$ cat config.mk
export PLATFORM = sky130hd
export DESIGN_NAME = mul_accum_flat
export DESIGN_NICKNAME = d
export VERILOG_FILES = /design/src/rtl/mul_accum_pkg.sv /design/src/rtl/mul_accum_if.sv /design/src/rtl/mul_accum_add.sv /design/src/rtl/mul_accum.sv /design/src/flat_wrapper.sv
export SDC_FILE = /design/constraint.sdc
export NUM_CORES = 1
export LEC_CHECK = 0
export ABC_AREA = 1
export CORE_ASPECT_RATIO = 1.25
export CORE_MARGIN = 3
export CORE_UTILIZATION = 36
export DETAILED_ROUTE_END_ITERATION = 10
export HOLD_SLACK_MARGIN = 0.02
export PLACE_DENSITY = 0.57
export SKIP_LAST_GASP = 1
export SLEW_MARGIN = 20
export SYNTH_ARGS = -nofsm -noshare
export SYNTH_HDL_FRONTEND = slang
export SYNTH_SLANG_ARGS = --single-unit
export TNS_END_PERCENT = 30
$ cat constraint.sdc
create_clock -name clk -period 2.9 [get_ports clk]
set_clock_uncertainty 0.2 [all_clocks]
set_input_delay 0.29 -clock clk [delete_from_list [all_inputs] [get_ports clk]]
set_output_delay 0.29 -clock clk [all_outputs]
set_load 0.01 [all_outputs]
$ cat src/rtl/mul_accum_pkg.sv
// mul_accum_pkg: shared types, defaults and sizing helper for the MAC accumulator stage.
// Latency: none (declarations only).
// Backpressure: not applicable.
package mul_accum_pkg;

  localparam int DefDataWidth = 16;
  localparam int DefAccWidth  = 48;
  localparam int DefGroupLen  = 4;

  // ACC collects products; DONE holds a finished group total for downstream.
  typedef enum logic {
    ACC  = 1'b0,
    DONE = 1'b1
  } accState_e;

  // Counter width for 0..groupLen-1; never narrower than one bit.
  function automatic int CntWidth(input int groupLen);
    return (groupLen <= 1) ? 1 : $clog2(groupLen);
  endfunction

endpackage

$ cat src/rtl/mul_accum_if.sv
// mul_accum_if: product input handshake plus group-result output handshake.
// Latency: none (wiring only).
// Backpressure: in_ready/out_ready carry the flow control in each direction.
interface mul_accum_if
  import mul_accum_pkg::*;
#(
  parameter int DataWidth = DefDataWidth,
  parameter int AccWidth  = DefAccWidth
) ();

  logic                   clr;
  logic                   in_valid;
  logic                   in_ready;
  logic [2*DataWidth:0]   in_prod;
  logic                   out_valid;
  logic                   out_ready;
  logic [AccWidth-1:0]    out_sum;
  logic                   out_ovf;

  // Upstream/downstream side: drives products and consumes results.
  modport master (
    output clr, in_valid, in_prod, out_ready,
    input  in_ready, out_valid, out_sum, out_ovf
  );

  // Accumulator side.
  modport slave (
    input  clr, in_valid, in_prod, out_ready,
    output in_ready, out_valid, out_sum, out_ovf
  );

endinterface

$ cat src/rtl/mul_accum_add.sv
// mul_accum_add: AccWidth-bit unsigned adder returning sum and carry-out.
// Latency: combinational. Saturates to all-ones on carry when MUL_ACCUM_SATURATE_EN is defined.
// Backpressure: not applicable.
module mul_accum_add #(
  parameter int AccWidth = 48
) (
  input  logic [AccWidth-1:0] accIn,
  input  logic [AccWidth-1:0] addend,
  output logic [AccWidth-1:0] sum,
  output logic                carry
);

  logic [AccWidth:0] fullSum;

  assign fullSum = {1'b0, accIn} + {1'b0, addend};
  assign carry   = fullSum[AccWidth];

`ifdef MUL_ACCUM_SATURATE_EN
  // Once a group has clamped, any further nonzero add carries again, so it stays clamped.
  assign sum = carry ? {AccWidth{1'b1}} : fullSum[AccWidth-1:0];
`else
  assign sum = fullSum[AccWidth-1:0];
`endif

endmodule

$ cat src/rtl/mul_accum.sv
// mul_accum: sums GroupLen consecutive multiplier products into one registered group total.
// Latency: out_valid rises on the edge that accepts the group's last product; optional MUL_ACCUM_SATURATE_EN clamps on overflow.
// Backpressure: in_ready is low while a result waits in DONE; the result holds until out_ready.
module mul_accum
  import mul_accum_pkg::*;
#(
  parameter int DataWidth = DefDataWidth,
  parameter int AccWidth  = DefAccWidth,
  parameter int GroupLen  = DefGroupLen
) (
  input  logic clk,
  input  logic rst_n,
  mul_accum_if.slave bus
);

  localparam int CntW = CntWidth(GroupLen);

  accState_e            state;
  accState_e            nextState;
  logic [AccWidth-1:0]  acc;
  logic [CntW-1:0]      cnt;
  logic                 ovf;
  logic [AccWidth-1:0]  outSum;
  logic                 outOvf;

  logic [2*DataWidth:0] prod;
  logic [AccWidth-1:0]  addend;
  logic [AccWidth-1:0]  addSum;
  logic                 addCarry;
  logic                 accept;
  logic                 lastProd;

  assign prod     = bus.in_prod;
  assign addend   = AccWidth'(prod);
  assign accept   = bus.in_valid && (state == ACC) && !bus.clr;
  assign lastProd = (cnt == CntW'(GroupLen - 1));

  assign bus.in_ready  = (state == ACC);
  assign bus.out_valid = (state == DONE);
  assign bus.out_sum   = outSum;
  assign bus.out_ovf   = outOvf;

  mul_accum_add #(.AccWidth(AccWidth)) uAdd (
    .accIn  (acc),
    .addend (addend),
    .sum    (addSum),
    .carry  (addCarry)
  );

  // State register; reset and clr both return to ACC.
  always_ff @(posedge clk) begin
    if (!rst_n) state <= ACC;
    else        state <= nextState;
  end

  // Next state: finish a group on its last product, release it when downstream takes it.
  always_comb begin
    nextState = state;
    if (bus.clr) begin
      nextState = ACC;
    end else begin
      case (state)
        ACC:     if (accept && lastProd) nextState = DONE;
        DONE:    if (bus.out_ready)      nextState = ACC;
        default: nextState = ACC;
      endcase
    end
  end

  // Accumulate accepted products; on the last one publish the total and start a fresh group.
  always_ff @(posedge clk) begin
    if (!rst_n || bus.clr) begin
      acc    <= '0;
      cnt    <= '0;
      ovf    <= 1'b0;
      outSum <= '0;
      outOvf <= 1'b0;
    end else if (accept) begin
      if (lastProd) begin
        outSum <= addSum;
        outOvf <= ovf | addCarry;
        acc    <= '0;
        cnt    <= '0;
        ovf    <= 1'b0;
      end else begin
        acc    <= addSum;
        cnt    <= cnt + CntW'(1);
        ovf    <= ovf | addCarry;
      end
    end
  end

endmodule

$ cat src/flat_wrapper.sv
// flat-port wrapper written by rule: the top's interface ports become plain ports
module mul_accum_flat import mul_accum_pkg::*;
#(
  parameter int DataWidth = DefDataWidth,
  parameter int AccWidth  = DefAccWidth,
  parameter int GroupLen  = DefGroupLen
)
  (clk, rst_n, bus_clr, bus_in_valid, bus_in_prod, bus_out_ready, bus_in_ready, bus_out_valid, bus_out_sum, bus_out_ovf);
  mul_accum_if #(.DataWidth(DataWidth), .AccWidth(AccWidth)) bus_i ();
  input  logic clk;
  input  logic rst_n;
  input wire logic [$bits(bus_i.clr)-1:0] bus_clr;
  input wire logic [$bits(bus_i.in_valid)-1:0] bus_in_valid;
  input wire logic [$bits(bus_i.in_prod)-1:0] bus_in_prod;
  input wire logic [$bits(bus_i.out_ready)-1:0] bus_out_ready;
  output wire logic [$bits(bus_i.in_ready)-1:0] bus_in_ready;
  output wire logic [$bits(bus_i.out_valid)-1:0] bus_out_valid;
  output wire logic [$bits(bus_i.out_sum)-1:0] bus_out_sum;
  output wire logic [$bits(bus_i.out_ovf)-1:0] bus_out_ovf;
  assign bus_i.clr = bus_clr;
  assign bus_i.in_valid = bus_in_valid;
  assign bus_i.in_prod = bus_in_prod;
  assign bus_i.out_ready = bus_out_ready;
  assign bus_in_ready = bus_i.in_ready;
  assign bus_out_valid = bus_i.out_valid;
  assign bus_out_sum = bus_i.out_sum;
  assign bus_out_ovf = bus_i.out_ovf;
  mul_accum #(.DataWidth(DataWidth), .AccWidth(AccWidth), .GroupLen(GroupLen)) u_core (.clk(clk), .rst_n(rst_n), .bus(bus_i));
endmodule
==> run_results.csv, run 1 <==
group,metric,value,unit
outcome,status,"completed",
global_route,grt.overflow.total,0,
power,p_sw_frac,0.277,
timing,rsz0062_at_grt,"false",
final_layout,area_growth,21.9,%
timing,fin_ws,0.418,ns
logic_synthesis,synth_cell_types,35,
place,place_congestion,0.947,
timing,setup_viol,0,
timing,period_minus_slack,2.48,ns
critical_path,required,2.92,ns
power,p_switching,0.857,mW
die,die_area,0.0212,sq mm
global_route,grt_max_degree,38,
detailed_routing,wl_per_cell,15.0,um
detailed_routing,drt_iter0_drc,410,
power,power_density,363,mW/mm^2
global_route,antenna_found_initial,0,
place,dp.cells,1469,
cts,tritoncts,"built",
timing,fin_tns_setup,0,ns
final_layout,final_nets,1321,
cts,postCtsHoldBufs,0,
final_layout,drive_gt1_frac,0.0886,
flow_run,max_cap_violations,0,
power,p_clk_frac,0.405,
cts,h-tree-depth,3,
detailed_routing,ant_nets,0,
logic_synthesis,yosys_warnings,0,
cts,clkSinkCount,101,
final_layout,final_cell_count_no_fill,1485,
timing,max_slew.worst_pin.slew,0.523,ns
cts,clockRootBuffer,"clkbuf_16",
timing,hold_violations,0,
power,leakagePower,4.17,nW
place,numPortBuffers,88,
cts,post_cts_resized,0,
critical_path,worstPathArrival,2.50,ns
timing,post-route-period-util,0.856,
logic_synthesis,syn_area,0.00700,sq mm
place,dp_worst_setup_slack,0.0301,ns
logic_synthesis,yosys_most_used_dff,"dfxtp_1",
global_route,groute.usage.overall,0.210,
power,ir_worst_vdd,0.000262,V
global_route,grt_pass1_wl,34500,um
timing,max_freq,0.403,GHz
timing,maxSlewViolCount,0,
critical_path,crit_type,"in2reg",
cts,path_clk_slew,0.07,ns
timing,relSlewSlack,0.651,
critical_path,critPathMaxFanout,3,
logic_synthesis,synthCells,1155,
die,boundaryPins,89,
die,die_h,162,um
power,power_frac_comb,0.142,
logic_synthesis,async_reset_ff_frac,0,
logic_synthesis,synth_seq_cells,101,
logic_synthesis,yosysSeqAreaShare,0.289,
place,dpl_cell_area,0.00823,sq mm
logic_synthesis,synth-edff-count,0,
die,core-area,0.0189,sq mm
cts,cts_setup_buffers,0,
logic_synthesis,syn_nets,1228,
die,die_x,131,um
die,initial_core_util,0.370,
place,dp_hpwl,18000,um
detailed_routing,via_count,7062,
detailed_routing,vias_per_cell,4.76,
final_layout,fin_area,0.00853,sq mm
detailed_routing,first_pass_iters,7,
critical_path,worst_setup_path_end_kind,"flip-flop",
cts,cts_made_buffers,9,
power,internal_power,2.24,mW
cts,clk_path_buf_depth,2,
logic_synthesis,avgSynthCellArea,6.06,sq um
cts,clock_latency,0.36,ns
timing,hold_ws,0.252,ns
critical_path,start_kind,"input port",
detailed_routing,routed_wl,22300,um
global_route,grt_pass1_vias,6661,
final_layout,antennaDiodeCount,0,
power,seqPwrFrac,0.454,
min_path,holdCritPathClass,"reg2reg",
die,num_rows,56,
detailed_routing,route.detailed.drc,0,
## cells in the final DEF, fill, tap and decap left out, types with 3 or more instances in the layout
cell             synthesis  final
inv_1                  167    167
clkdlybuf4s50_1          0     88
nor2_4                   4      7
xnor2_1                  9      9
o21bai_1                 3      3
nand2_1                468    467
nor3_2                   3      3
ha_1                    34     34
a21oi_2                  4      4
nand2_2                 17     18
nor3_1                   3      3
nand3_2                  7      8
o21ai_0                 11     11
or2_2                    7      7
buf_4                    0     17
inv_6                    0      3
a21oi_1                 69     69
nor2_1                  66     63
nor2_2                  19     19
nand3b_1                10     10
nand4_1                 11     11
xor2_1                   8      8
inv_2                   10     10
nand3_1                 81     80
dfxtp_1                101    101
a22o_1                  11     11
clkbuf_16                0      9
## metrics by stage
step | util | total power, mW
after floorplan | - | 1.72
after detailed placement | 0.435 | 1.88
after CTS | 0.451 | 3.14
final | 0.451 | 3.10
after global routing | 0.451 | 3.24
after global placement | 0.435 | 1.88
## final timing paths
check                              start                      to  slack, ns  cells past startpoint
setup / recovery          bus_in_prod[0]          u_core.acc[22]       0.42                     11
hold reg to reg   u_core.bus.out_sum[42]  u_core.bus.out_sum[42]       0.25                      2
hold / removal    u_core.bus.out_sum[42]  u_core.bus.out_sum[42]       0.25                      2
setup reg to reg           u_core.acc[0]          u_core.acc[22]       0.49                     10
## area by class of cell
cell class	instances	area (sq um)
tap	232	290
timing repair buffer	106	1030
clock inverter	6	68.8
multi-input combinational	853	4230
clock buffer	10	229
sequential	101	2020
fill	2090	10400
inverter	177	664
## power by group through the flow
stage	sequential (mW)	combinational (mW)	clock (mW)
after floorplan	1.44	0.280	0
after global placement	1.44	0.440	0
after detailed placement	1.44	0.441	0
after CTS	1.41	0.443	1.29
after global routing	1.41	0.487	1.34
final	1.41	0.438	1.25
## per-layer routing
layer | vias up | wire length, um | track usage
li1 | 3754 | - | -
met1 | 3158 | 9880 | 0.260
met2 | 129 | 11300 | 0.377
met3 | 21 | 769 | 0.0336
met4 | 0 | 365 | 0.0486
met5 | - | 0 | 0
## cell usage after synthesis (8+ instances only)
master / count / share of area
nand2_1: 468 / 0.25
inv_1: 167 / 0.090
dfxtp_1: 101 / 0.29
nand3_1: 81 / 0.058
a21oi_1: 69 / 0.049
nor2_1: 66 / 0.035
ha_1: 34 / 0.061
nor2_2: 19 / 0.017
nand2_2: 17 / 0.015
clkbuf_1: 14 / 0.0075
a22o_1: 11 / 0.014
nand4_1: 11 / 0.0098
o21ai_0: 11 / 0.0079
inv_2: 10 / 0.0054
nand3b_1: 10 / 0.011
xnor2_1: 9 / 0.011
buf_2: 8 / 0.0057
xor2_1: 8 / 0.010
## kinds of logic (layout without fill, tap and decap cells)
group,Yosys count,in the layout,share of synthesized area
xor gates and xnor gates,17,17,0.0213
AOI/OAI and AO/OA,103,103,0.0850
and+or+nand+nor,698,698,0.430
DFF,101,101,0.289
adders and majority gates,35,35,0.0637
buffers and inverters,201,299,0.111
## critical path, cell delays in order
cell             delay, ns
clkdlybuf4s50_1       0.42
ha_1                  0.25
fa_1                  0.39
buf_4                 0.16
nand2_1               0.06
nand3_1               0.12
nand3_1               0.11
nand3b_1              0.22
or2_2                 0.36
nand3_1               0.07
a21oi_1               0.06
## sequential cells by signal (all words and copies together) (netlist names)
name,count
u_core.cnt,2
u_core.bus.out_valid,1
u_core.acc,48
u_core.bus.out_sum,48
u_core.bus.out_ovf,1
u_core.ovf,1
(Power assumes the default switching activity.)
==> run 2, diff against run 1 <==
- RECOVER_POWER: unset -> 100
- REMOVE_ABC_BUFFERS: unset -> 1
==> run_results.csv, run 2 (synthesized netlist as in run 1, its figures left out) <==
group,metric,value,unit
timing,period_minus_slack,2.52,ns
detailed_routing,vias_per_cell,4.69,
final_layout,final_cell_count_no_fill,1476,
timing,max_slew.worst_pin.slew,1.17,ns
place,dp_hpwl,17000,um
global_route,grt.overflow.total,0,
global_route,grt-busiest-layer,"met2",
die,die_x,131,um
cts,clock_latency,0.37,ns
final_layout,area_growth,20.0,%
critical_path,slowest_stage,"dlygate4sd3_1",
detailed_routing,routed_wl,21100,um
final_layout,drive_gt1_frac,0.0699,
critical_path,r2r_start,"u_core.acc[0]",
global_route,grt_max_degree,52,
detailed_routing,first_pass_iters,5,
critical_path,critPathMaxFanout,4,
global_route,antenna_found_initial,0,
power,ir_worst_vdd,0.000262,V
final_layout,fin_util,0.444,
critical_path,cp_cell_sequence,"dlygate4sd3_1, ha_1, nand2_1, inv_1, nand2_1, nand2_1, inv_1, nand3_1, nand2_1, nand2_1, nand2_1, nand3b_1, nand3_1, a21oi_1",
global_route,grt_pass1_wl,33500,um
die,boundaryPins,89,
critical_path,required,2.92,ns
global_route,grt_util_met3,0.0276,
global_route,grt_pass1_vias,6441,
critical_path,crit_type,"in2reg",
cts,tritoncts,"built",
final_layout,final_cell_mix,"nand2_1, inv_1, dfxtp_1",
die,core-area,0.0189,sq mm
detailed_routing,route.detailed.drc,0,
cts,clockRootBuffer,"clkbuf_16",
timing,rsz0062_at_grt,"false",
timing,relSlewSlack,0.221,
critical_path,r2r_cells,13,
min_path,hold_depth,2,
power,leakagePower,4.28,nW
outcome,status,"completed",
die,initial_core_util,0.370,
critical_path,ff2ff_setup_slack,0.43,ns
final_layout,final_common_cell,"nand2_1",
die,die_h,162,um
place,numPortBuffers,88,
detailed_routing,ant_nets,0,
min_path,hold_end,"u_core.bus.out_sum[33]",
detailed_routing,drt_iter0_drc,312,
critical_path,max_stage_delay,0.56,ns
power,power_density,360,mW/mm^2
detailed_routing,wl_per_cell,14.3,um
timing,fin_ws,0.375,ns
die,num_rows,56,
cts,cts_made_buffers,9,
global_route,groute.usage.overall,0.203,
timing,setup_viol,0,
min_path,holdCritPathClass,"reg2reg",
cts,cts_setup_buffers,0,
place,dp.cells,1461,
timing,maxSlewViolCount,0,
global_route,use_met1,0.248,
cts,h-tree-depth,3,
timing,hold_violations,0,
min_path,hold_path.startpoint,"u_core.bus.out_sum[33]",
critical_path,r2r_end,"u_core.acc[40]",
cts,postCtsHoldBufs,0,
die,die_area,0.0212,sq mm
timing,max_freq,0.396,GHz
critical_path,start_kind,"input port",
place,dp_worst_setup_slack,0.0137,ns
cts,clkSinkCount,101,
cts,clk_path_buf_depth,2,
critical_path,worstPathArrival,2.54,ns
final_layout,antennaDiodeCount,0,
critical_path,cp_common_cell,"nand2_1",
flow_run,max_cap_violations,0,
final_layout,final_nets,1313,
timing,post-route-period-util,0.871,
cts,path_clk_slew,0.07,ns
place,place_congestion,0.898,
global_route,gr-usage-met2,0.361,
critical_path,worst_setup_path_end_kind,"flip-flop",
detailed_routing,via_count,6918,
cts,post_cts_resized,0,
==> run 2: critical path, delay by kind of cell <==
| kind | cells | cell delay (ns) |
|---|---|---|
| adders and majority gates | 1 | 0.36 |
| AOI/OAI and AO/OA | 1 | 0.06 |
| buffers and inverters | 3 | 0.69 |
| and+or+nand+nor | 9 | 1.16 |
==> run 2: report_power, final <==
part / switching [mW] / total (mW) / internal (mW) / leakage [nW]
sequential: 0.00743 / 1.41 / 1.40 / 0.815
clock: 0.563 / 1.19 / 0.625 / 0.135
combinational: 0.272 / 0.425 / 0.154 / 3.33
==> run 2: layer usage <==
| layer | routed length, um | vias to the layer above |
|---|---|---|
| li1 | - | 3748 |
| met1 | 9340 | 3044 |
| met2 | 10700 | 96 |
| met3 | 520 | 30 |
| met4 | 546 | 0 |
| met5 | 0 | - |
==> run 2: how the worst max path moves through the flow <==
stage	start	end	slack [ns]	cells past startpoint
floorplan	u_core.bus.out_valid	u_core.bus.out_sum[10]	-1.01	7
global placement	bus_in_prod[0]	u_core.acc[24]	0.05	12
detailed placement	bus_in_prod[0]	u_core.acc[24]	0.01	12
CTS	bus_in_prod[0]	u_core.acc[24]	0.40	12
global route	bus_clr	u_core.acc[28]	0.14	8
finish	bus_in_prod[8]	u_core.acc[33]	0.38	14
==> run 2: layout make-up <==
class / count / area (sq um)
inverter: 177 / 664
multi-input combinational: 853 / 4170
timing repair buffer: 98 / 966
tap: 232 / 290
fill: 2148 / 10500
clock inverter: 3 / 21.3
sequential: 101 / 2020
clock buffer: 12 / 256
==> run 2: metrics by stage <==
stage / cell area, sq um / setup TNS (ns) / hold WS (ns) / power (mW)
2_1_floorplan: 6880 / -81.29 / 0.193 / 1.71
3_3_place_gp: 8170 / 0 / 0.237 / 1.87
3_5_place_dp: 8170 / 0 / 0.238 / 1.87
4_1_cts: 8450 / 0 / 0.255 / 3.07
5_1_grt: 8390 / 0 / 0.267 / 3.17
6_report: 8390 / 0 / 0.246 / 3.02
==> run 3, diff against run 2 <==
- GPL_ROUTABILITY_DRIVEN: unset -> 0
- SLEW_MARGIN: 20 -> unset
==> run_results.csv, run 3 (synthesized netlist as in run 1, its figures left out) <==
group,metric,value,unit
global_route,grt_pass1_wl,33300,um
timing,period_minus_slack,2.61,ns
global_route,use_met1,0.251,
final_layout,fin_area,0.00843,sq mm
detailed_routing,first_pass_iters,5,
die,die_x,131,um
critical_path,r2r_cells,13,
die,boundaryPins,89,
die,die_h,162,um
cts,path_clk_slew,0.07,ns
detailed_routing,route.detailed.drc,0,
final_layout,final_cell_mix,"nand2_1, inv_1, dfxtp_1",
timing,max_slew.worst_pin.slew,1.17,ns
global_route,grt-busiest-layer,"met2",
power,leakagePower,4.29,nW
final_layout,area_growth,20.5,%
die,die_area,0.0212,sq mm
timing,relSlewSlack,0.222,
min_path,hold_path.startpoint,"u_core.bus.out_sum[29]",
place,dp_hpwl,16600,um
power,power_density,368,mW/mm^2
flow_run,max_cap_violations,0,
critical_path,start_kind,"input port",
critical_path,critPathMaxFanout,4,
die,initial_core_util,0.370,
critical_path,crit_type,"in2reg",
global_route,grt_pass1_vias,6367,
detailed_routing,drt_iter0_drc,305,
detailed_routing,via_count,6969,
timing,fin_tns_setup,0,ns
outcome,status,"completed",
final_layout,final_common_cell,"nand2_1",
final_layout,final_nets,1312,
cts,clockRootBuffer,"clkbuf_16",
global_route,antenna_found_initial,0,
global_route,groute.usage.overall,0.201,
timing,post-route-period-util,0.898,
place,dpl_cell_area,0.00817,sq mm
critical_path,r2r_start,"u_core.acc[0]",
critical_path,worst_setup_path_end_kind,"flip-flop",
timing,maxSlewViolCount,0,
critical_path,worstPathArrival,2.70,ns
die,num_rows,56,
place,numPortBuffers,88,
min_path,hold_end,"u_core.bus.out_sum[29]",
timing,fin_ws,0.295,ns
global_route,grt_util_met3,0.0260,
timing,max_freq,0.384,GHz
cts,clk_path_buf_depth,2,
final_layout,antennaDiodeCount,0,
critical_path,required,2.99,ns
die,core-area,0.0189,sq mm
place,dp_worst_setup_slack,-0.0114,ns
critical_path,ff2ff_setup_slack,0.34,ns
critical_path,r2r_end,"u_core.acc[40]",
cts,cts_setup_buffers,0,
cts,clkSinkCount,101,
detailed_routing,vias_per_cell,4.72,
global_route,gr-usage-met2,0.356,
final_layout,drive_gt1_frac,0.0723,
global_route,grt.overflow.total,0,
min_path,holdCritPathClass,"reg2reg",
power,ir_worst_vdd,0.000269,V
min_path,hold_depth,2,
detailed_routing,routed_wl,20900,um
timing,rsz0062_at_grt,"false",
cts,cts_made_buffers,9,
global_route,grt_max_degree,52,
detailed_routing,wl_per_cell,14.2,um
cts,tritoncts,"built",
cts,postCtsHoldBufs,0,
cts,post_cts_resized,0,
detailed_routing,ant_nets,0,
timing,hold_violations,0,
cts,h-tree-depth,3,
cts,clock_latency,0.36,ns
timing,setup_viol,0,
==> run 3: cell count changes in the layout (fill, tap and decap cells not counted), sizes merged <==
cell           delta
dlygate4sd3       -1
buf               -2
inv               +2
clkdlybuf4s50     +1
clkbuf            -1
bufinv            +1
==> run 3: area by class of cell <==
type                       count  area, sq um
clock buffer                  10          239
clock inverter                 6         68.8
fill                        2065        10500
inverter                     177          664
multi-input combinational    853         4190
sequential                   101         2020
tap                          232          290
timing repair buffer          97          956
==> run 3: report_power, final <==
| group | total (mW) | internal (mW) | switching [mW] |
|---|---|---|---|
| registers | 1.41 | 1.40 | 0.00732 |
| logic | 0.426 | 0.154 | 0.272 |
| clock network | 1.27 | 0.700 | 0.574 |
==> run 3: layer usage <==
layer	routed length [um]	vias to the layer above
li1	-	3734
met2	10600	126
met4	509	0
met5	0	-
met3	669	23
met1	9140	3086
==> run 3: metrics by stage <==
stage | instances | power (mW) | hold WS (ns) | util
CTS | 1476 | 3.16 | 0.257 | 0.448
global route | 1476 | 3.26 | 0.266 | 0.446
finish | 1476 | 3.10 | 0.250 | 0.446
global placement | 1460 | 1.87 | 0.237 | 0.432
floorplan | 1131 | 1.71 | 0.193 | -
detailed placement | 1460 | 1.87 | 0.240 | 0.432
==> run 3: worst max-delay path by stage <==
| stage | startpoint | end | slack (ns) |
|---|---|---|---|
| 2_1_floorplan | u_core.bus.out_valid | u_core.bus.out_sum[10] | -1.01 |
| 3_3_place_gp | bus_in_prod[0] | u_core.acc[24] | 0.04 |
| 3_5_place_dp | bus_in_prod[0] | u_core.acc[24] | -0.01 |
| 4_1_cts | bus_in_prod[0] | u_core.acc[24] | 0.38 |
| 5_1_grt | bus_in_prod[0] | u_core.acc[40] | 0.11 |
| 6_report | bus_in_prod[0] | u_core.acc[40] | 0.29 |
==> run 3: critical path: stages <==
cell and delay, ns:
clkdlybuf4s50_1 0.41, ha_1 0.24, fa_1 0.47, nand3_1 0.12, nand3_1 0.18, nand2_1 0.11, nand2_1 0.13, nand2_1 0.12
nand3_2 0.09, nand2_1 0.13, nand2_1 0.10, nand2_1 0.09, nand3_1 0.06, a21oi_1 0.15
